**src/rtl/serial_link_pkg.sv**
```systemverilog
// serial_link_pkg: constants and FSM state type shared by both ends of the serial link
// SL_HX is the extra history bit used for the one-bit-slipped window (SERIAL_RECV_PHASE_SWAP_EN).
package serial_link_pkg;
  localparam int SL_DW = 64;
  localparam logic [63:0] SL_TRAIN_WORD = 64'hA5C3_0FF0_5A3C_96E1;
  localparam int SL_LOCK_CNT = 4;
`ifdef SERIAL_RECV_PHASE_SWAP_EN
  localparam int SL_HX = 1;
`else
  localparam int SL_HX = 0;
`endif
  typedef enum logic [1:0] {HUNT, VERIFY, LOCK} state_t;
endpackage

```
**src/rtl/serial_recv_if.sv**
```systemverilog
// serial_recv_if: bit-pair input, relock request and received-word outputs of the link receiver
interface serial_recv_if import serial_link_pkg::*; #(parameter int DW = SL_DW) ();
  logic [1:0] DIN;
  logic RELOCK;
  logic [DW-1:0] DOUT;
  logic DOUT_VALID;
  logic LOCKED;
  logic PHASE;
  modport master (output DIN, RELOCK, input DOUT, DOUT_VALID, LOCKED, PHASE);
  modport slave (input DIN, RELOCK, output DOUT, DOUT_VALID, LOCKED, PHASE);
endinterface

```
**src/rtl/serial_recv_align.sv**
```systemverilog
// serial_recv_align: training-word window compare, HUNT/VERIFY/LOCK FSM and match counter
// SERIAL_RECV_PHASE_SWAP_EN adds the one-bit-slipped window W1 as a HUNT candidate.
module serial_recv_align import serial_link_pkg::*; #(
  parameter int DW = SL_DW,
  parameter logic [DW-1:0] TRAIN_WORD = DW'(SL_TRAIN_WORD),
  parameter int LOCK_CNT = SL_LOCK_CNT
) (
  input  logic clk,
  input  logic rst_n,
  input  logic [DW+SL_HX-1:0] hist,
  input  logic boundary,
  input  logic relock,
  output logic [DW-1:0] win,
  output logic locked,
  output logic phase,
  output logic restart,
  output logic deliver
);
  state_t state, state_nx;
  logic [3:0] mcnt, mcnt_nx;
  logic phase_nx, hit0, hit1, drop, good;
  assign hit0 = hist[DW-1:0] == TRAIN_WORD;
`ifdef SERIAL_RECV_PHASE_SWAP_EN
  assign hit1 = hist[DW:1] == TRAIN_WORD;
  assign win = phase ? hist[DW:1] : hist[DW-1:0];
`else
  assign hit1 = 1'b0;
  assign win = hist;
`endif
  assign good = win == TRAIN_WORD;
  // relock while hunting changes nothing, so a simultaneous match still counts
  assign drop = relock && state != HUNT;
  always_ff @(posedge clk)
    if (!rst_n) begin
      state <= HUNT;
      mcnt <= '0;
      phase <= 1'b0;
    end else begin
      state <= state_nx;
      mcnt <= mcnt_nx;
      phase <= phase_nx;
    end
  always_comb begin
    state_nx = state;
    mcnt_nx = mcnt;
    phase_nx = phase;
    if (drop) begin
      state_nx = HUNT;
      mcnt_nx = '0;
      phase_nx = 1'b0;
    end else if (state == HUNT && (hit0 || hit1)) begin
      state_nx = LOCK_CNT == 1 ? LOCK : VERIFY;
      mcnt_nx = 4'd1;
      phase_nx = !hit0;
    end else if (state == VERIFY && boundary) begin
      state_nx = !good ? HUNT : (mcnt + 4'd1 == 4'(LOCK_CNT) ? LOCK : VERIFY);
      mcnt_nx = good ? mcnt + 4'd1 : '0;
      phase_nx = good && phase;
    end
  end
  always_comb begin
    locked = state == LOCK;
    restart = state == HUNT && (hit0 || hit1);
    deliver = state == LOCK && boundary && !relock;
  end
endmodule

```
**src/rtl/serial_recv.sv**
```systemverilog
// serial_recv: DDR bit-pair deserialiser with training-word alignment and per-word valid strobe
// Optional SERIAL_RECV_PHASE_SWAP_EN: also align on a one-bit-slipped window (PHASE=1).
module serial_recv import serial_link_pkg::*; #(
  parameter int DW = SL_DW,
  parameter logic [DW-1:0] TRAIN_WORD = DW'(SL_TRAIN_WORD),
  parameter int LOCK_CNT = SL_LOCK_CNT
) (
  input logic CLKS,
  input logic RSTXS,
  serial_recv_if.slave bus
);
  localparam int HW = DW + SL_HX;
  localparam int CW = $clog2(DW / 2);
  logic [HW-1:0] hist;
  logic [CW-1:0] cnt;
  logic [DW-1:0] win, dout;
  logic dout_valid, boundary, restart, deliver;
  assign boundary = cnt == CW'(DW / 2 - 1);
  always_ff @(posedge CLKS)
    if (!RSTXS) begin
      hist <= '0;
      cnt <= '0;
      dout <= '0;
      dout_valid <= 1'b0;
    end else begin
      hist <= {hist[HW-3:0], bus.DIN};
      cnt <= restart || boundary ? '0 : cnt + CW'(1);
      dout <= deliver ? win : dout;
      dout_valid <= deliver;
    end
  serial_recv_align #(.DW(DW), .TRAIN_WORD(TRAIN_WORD), .LOCK_CNT(LOCK_CNT)) u_align (
    .clk(CLKS),
    .rst_n(RSTXS),
    .hist(hist),
    .boundary(boundary),
    .relock(bus.RELOCK),
    .win(win),
    .locked(bus.LOCKED),
    .phase(bus.PHASE),
    .restart(restart),
    .deliver(deliver)
  );
  assign bus.DOUT = dout;
  assign bus.DOUT_VALID = dout_valid;
endmodule

```
**src/flat_wrapper.sv**
```systemverilog
// flat-port wrapper written by rule: the top's interface ports become plain ports
module serial_recv_flat import serial_link_pkg::*;
#(
  parameter int DW = SL_DW,
  parameter logic [DW-1:0] TRAIN_WORD = DW'(SL_TRAIN_WORD),
  parameter int LOCK_CNT = SL_LOCK_CNT
)
  (CLKS, RSTXS, bus_DIN, bus_RELOCK, bus_DOUT, bus_DOUT_VALID, bus_LOCKED, bus_PHASE);
  serial_recv_if #(.DW(DW)) bus_i ();
  input logic CLKS;
  input logic RSTXS;
  input wire logic [$bits(bus_i.DIN)-1:0] bus_DIN;
  input wire logic [$bits(bus_i.RELOCK)-1:0] bus_RELOCK;
  output wire logic [$bits(bus_i.DOUT)-1:0] bus_DOUT;
  output wire logic [$bits(bus_i.DOUT_VALID)-1:0] bus_DOUT_VALID;
  output wire logic [$bits(bus_i.LOCKED)-1:0] bus_LOCKED;
  output wire logic [$bits(bus_i.PHASE)-1:0] bus_PHASE;
  assign bus_i.DIN = bus_DIN;
  assign bus_i.RELOCK = bus_RELOCK;
  assign bus_DOUT = bus_i.DOUT;
  assign bus_DOUT_VALID = bus_i.DOUT_VALID;
  assign bus_LOCKED = bus_i.LOCKED;
  assign bus_PHASE = bus_i.PHASE;
  serial_recv #(.DW(DW), .TRAIN_WORD(TRAIN_WORD), .LOCK_CNT(LOCK_CNT)) u_core (.CLKS(CLKS), .RSTXS(RSTXS), .bus(bus_i));
endmodule
```
**config.mk**
```make
export PLATFORM = sky130hd
export DESIGN_NAME = serial_recv_flat
export DESIGN_NICKNAME = d
export VERILOG_FILES = /design/src/rtl/serial_link_pkg.sv /design/src/rtl/serial_recv_if.sv /design/src/rtl/serial_recv_align.sv /design/src/rtl/serial_recv.sv /design/src/flat_wrapper.sv
export SDC_FILE = /design/constraint.sdc
export NUM_CORES = 1
export LEC_CHECK = 0
export ABC_AREA = 1
export ABC_CLOCK_PERIOD_IN_PS = 3300
export CAP_MARGIN = 20
export CORE_UTILIZATION = 55
export DETAILED_ROUTE_END_ITERATION = 8
export PLACE_DENSITY = 0.82
export SYNTH_ARGS = -nofsm -noshare
export SYNTH_HDL_FRONTEND = slang
export SYNTH_HIERARCHICAL = 1
export SYNTH_SLANG_ARGS = --single-unit
```
**constraint.sdc**
```tcl
create_clock -name CLKS -period 3.3 [get_ports CLKS]
set_input_delay 0.66 -clock CLKS [delete_from_list [all_inputs] [get_ports CLKS]]
set_output_delay 0.66 -clock CLKS [all_outputs]
set_load 0.005 [all_outputs]
```
# Word level (Yosys, flattened, before mapping)
# Index checks and enable logic that the tools add are counted.
# word_totals
inputBits	5
ff_bits	141
# op_classes
eq_ne	5
bitwise	1
reduce_logical	15
n_mux	9
n_addsub	2
# op_table
cell	n
64-bit equality test (second input constant)	1
1-bit logical AND	6
1-bit 2-to-1 mux	6
5-bit by 1-bit adder with 5-bit output (second input constant)	1
5-bit equality test (second input constant)	1
4-bit by 1-bit adder with 4-bit output (second input constant)	1
4-bit by 3-bit equality test with 1-bit output (second input constant)	1
2-bit 2-to-1 mux	2
4-bit 2-to-1 mux	1
2-bit nonzero test	2
2-bit OR reduction	2
3-bit OR reduction	1
2-bit by 1-bit equality test with 1-bit output (second input constant)	1
2-bit equality test (second input constant)	1
1-bit zero test	2
2-bit zero test	1
1-bit logical OR	1
1-bit NOT	1

# Longest topological paths before layout
# depth
word_depth	6
depth_mapped	11

# Cells and area by module
# The synthesis kept the hierarchy.
# modules_own_cells
module	instances	cells_per_inst	area_each_um2
serial_recv	1	504	4306.6
serial_recv_align	1	263	1442.6

# Least setup slack after synthesis
# No wires, ideal clock.
# synth_timing
kind	reg-to-reg
from	reg u_core.cnt[0]
to	reg u_core.dout[19] (netlist: u_core/bus.DOUT[19])
path_slack_ns	1.648
arrival_time_ns	1.536
stages_incl_launch_ff	12
n_path_buf	2
cell_sequence	dfxtp_1 > ha_1 > nand2_1 > nor2_1 > ha_1 > nand2_1 > nor2_1 > buf_6 > inv_8 > clkbuf_8 > nor2_1 > nor2_1
# synth_via
elab_chain_cells	3
# synth_rtl
item	line_no	rtl
start, declared	serial_recv.sv:15	logic [CW-1:0] cnt;
start signal, assigned	serial_recv.sv:27	cnt <= restart || boundary ? '0 : cnt + CW'(1);
5-bit equality test	serial_recv.sv:18	assign boundary = cnt == CW'(DW / 2 - 1);
via u_core.boundary	serial_recv.sv:17	logic dout_valid, boundary, restart, deliver;
1-bit logical AND (2 in series)	serial_recv_align.sv:64	deliver = state == LOCK && boundary && !relock;
via u_core.deliver	serial_recv.sv:17	
end signal, assigned	serial_recv.sv:28	dout <= deliver ? win : dout;
end, declared	serial_recv.sv:16	logic [DW-1:0] win, dout;
# The timed path passes the listed nets, and every way through them passes these cells.
# A chain may end at the register's enable or synchronous reset.

# Worst setup path in the final report
# layout_timing
from	reg u_core.u_align.state[1]
to	out bus_LOCKED
# layout_via
elab_chain_cells	1
# layout_rtl
item	line_no	rtl
start, declared	serial_recv_align.sv:19	state_t state, state_nx;
start signal, assigned	serial_recv_align.sv:39	state <= state_nx;
2-bit equality test	serial_recv_align.sv:62	locked = state == LOCK;
end, declared	flat_wrapper.sv:16	output wire logic [$bits(bus_i.LOCKED)-1:0] bus_LOCKED;
# No other way between the ends.

==> impl_metrics.json <==
{
  "die_y_um": 104,
  "start_util": 0.578,
  "status": "complete, no violations",
  "clock_path_buffers": 2,
  "avgSynthCellArea_um2": 7.50,
  "worstPathCellList": "inv_1, nor2_1, clkdlybuf4s50_1",
  "yosysSeqAreaShare": 0.491,
  "drive_gt1_frac": 0.0639,
  "num-fill-cells": 794,
  "synth_top_area_cell": "dfxtp_1",
  "crit_type": "reg2out",
  "dp_cells": 883,
  "cpPeakStageDelay_ns": 0.53,
  "setup_tns_ns": 0,
  "worstSetupEndpointType": "output port",
  "grt_use_met3": 0.0533,
  "busiest_layer": "met2",
  "synthCells": 767,
  "critPathSlowestCell": "clkdlybuf4s50_1",
  "r2r_start": "u_core/cnt[0]",
  "yosys.area.top_type_share": 0.491,
  "irDropWorstVdd_mv": 0.304,
  "dr_total_vias": 4404,
  "cts_made_buffers": 17,
  "clkSinkCount": 141,
  "portBuffers": 71,
  "antenna_left": 0,
  "drtIter0Drc": 194,
  "final_area_um2": 6580,
  "postCtsSetupRepairBufs": 0,
  "syn_area_um2": 5750,
  "grtUsageMet1": 0.256,
  "clockRootBuffer": "clkbuf_8",
  "hold_viol": 0,
  "finalPower_mw": 3.64,
  "via_per_inst": 4.81,
  "synthesis.nets": 776,
  "antenna_found_initial": 0,
  "hpwl_mm": 7.11,
  "finalNetCount": 778,
  "worst_hold_slack_ns": 0.454,
  "cp-start-kind": "flop",
  "synth-seq-cells": 141,
  "routabilityCongestion": 0.791,
  "grt_max_degree": 87,
  "ys_types": 23,
  "cts_tree": "built",
  "reg2reg_depth": 9,
  "timing.rr.end": "u_core/bus.DOUT[9]",
  "setup-violations-final": 0,
  "wl_per_cell_um": 12.2,
  "rsz0062_at_grt": "false",
  "grtUsageMet2": 0.373,
  "min_path_cells": 2,
  "drc": 0,
  "p_leak_nw": 3.32,
  "seq_area_um2": 2820,
  "max_clock_freq_ghz": 0.446,
  "grt_pass1_vias": 4316,
  "power_density_nw_per_um2": 553,
  "grt-ovfl-total": 0,
  "report.final.slew_viol_count": 0,
  "antenna_cells": 0,
  "min_period_ns": 2.24,
  "track_usage": 0.219,
  "synthTopCellsByArea": "dfxtp_1 49%, nor2_1 11%, buf_4 9.5%",
  "reg2reg_slack_ns": 1.07,
  "yosysWarnings": 6,
  "placed_area_um2": 5980,
  "fp.dieW_um": 104,
  "final.setup_skew_ns": 0.00718,
  "area_growth_pct": 14.4,
  "worstHoldPathType": "reg2reg",
  "core_area_um2": 9950,
  "ios": 72,
  "min_from": "u_core/hist[26]",
  "worstPathMaxFanout": 3,
  "grt_pass1_wl_mm": 19.3,
  "timing.slew.headroom": 0.471,
  "period_share": 0.680,
  "cts_hold_buf": 0,
  "die_area_um2": 10900,
  "ctsResizeCount": 0,
  "cts.clk_slew.worst_paths_ns": 0.06,
  "cp.required_ns": 2.64,
  "worstPathArrival_ns": 1.58,
  "fin_cells": 915,
  "tightestPinTransition_ns": 0.793,
  "wirelength_mm": 11.1,
  "min_to": "u_core/hist[28]",
  "cts.htree.levels": 4,
  "multiInputGateArea_um2": 1820,
  "maxCapViolations": 0,
  "clkLatencyLatePin_ns": 0.51,
  "rows": 36,
  "firstDrtPassIters": 6
}
[worst max path at each step]
stage	endpoint	cells after the start	slack, ns	start
2_1_floorplan	u_core/bus.DOUT[19]	11	1.65	u_core/cnt[0]
3_3_place_gp	u_core/bus.DOUT[4]	5	1.09	bus_RELOCK
3_5_place_dp	u_core/bus.DOUT[4]	5	1.01	bus_RELOCK
4_1_cts	bus_LOCKED	3	1.04	u_core/u_align/state[1]
5_1_grt	u_core/bus.DOUT[4]	9	0.85	u_core/cnt[0]
6_report	bus_LOCKED	3	1.06	u_core/u_align/state[1]
[area by class of cell]
cell class / instances / share of cell area
Clock buffer: 22 / 0.0689
Clock inverter: 10 / 0.0211
Inverter: 113 / 0.0656
Multi-Input combinational cell: 422 / 0.277
Sequential cell: 141 / 0.429
Tap cell: 133 / 0.0253
Timing Repair Buffer: 74 / 0.113
[where the power goes]
part | internal, mW | total, mW | switching (mW)
Clock | 1.19 | 1.88 | 0.687
Combinational | 0.0145 | 0.0457 | 0.0313
Sequential | 1.71 | 1.72 | 0.00660
[synthesized netlist by cell type, drive strengths merged]
cell type	count
nand3	8
nor2b	1
nand4	11
nor3	2
dfxtp	141
buf	85
o21ai	67
nand2	136
xor2	1
a21oi	6
clkbuf	6
nor2	186
ha	4
inv	113
[flip-flops by register name, summed over array words and instances, names as in the netlist]
register,count
u_core/cnt,5
u_core/u_align/mcnt,4
u_core/hist,64
u_core/bus.DOUT,64
u_core/u_align/state,2
u_core/u_align/phase,1
u_core/bus.DOUT_VALID,1
[worst max-delay path, delay by kind of cell (launching register included)]
| kind | cells | cell delay [ns] |
|---|---|---|
| buffers and inverters | 2 | 0.60 |
| flip-flops | 1 | 0.33 |
| AND/OR/NAND/NOR | 1 | 0.15 |
[kinds of logic (layout without fill, tap and decap cells)]
logic type	after synthesis	in the layout	synth area share
flops	141	141	0.491
fa+ha+maj	4	4	0.00871
simple gates	344	344	0.242
xor+xnor	1	1	0.00152
buf+inv	204	219	0.194
compound gates	73	73	0.0635
[cells in the final DEF (no fill, tap or decap), drive strengths merged]
cell type / n
nand2: 136
nor2b: 1
clkinvlp: 1
dfxtp: 141
nor2: 186
xor2: 1
bufinv: 3
a21oi: 6
nand4: 11
clkbuf: 22
o21ai: 67
inv: 113
ha: 4
nor3: 2
buf: 4
nand3: 8
clkinv: 6
clkdlybuf4s50: 70
[metrics by stage]
stage / setup slack (ns) / utilization
detailed placement: 1.01 / 0.601
finish: 1.06 / 0.661
global placement: 1.09 / 0.601
CTS: 1.04 / 0.661
global route: 0.847 / 0.661
floorplan: 1.65 / -
[layer usage]
| metal | vias to the layer above | share of wire |
|---|---|---|
| met5 | - | 0 |
| met4 | 0 | 0.024 |
| met3 | 25 | 0.039 |
| met2 | 104 | 0.50 |
| met1 | 2037 | 0.44 |
| li1 | 2238 | - |
No activity file was read; power rests on OpenSTA's default activity.
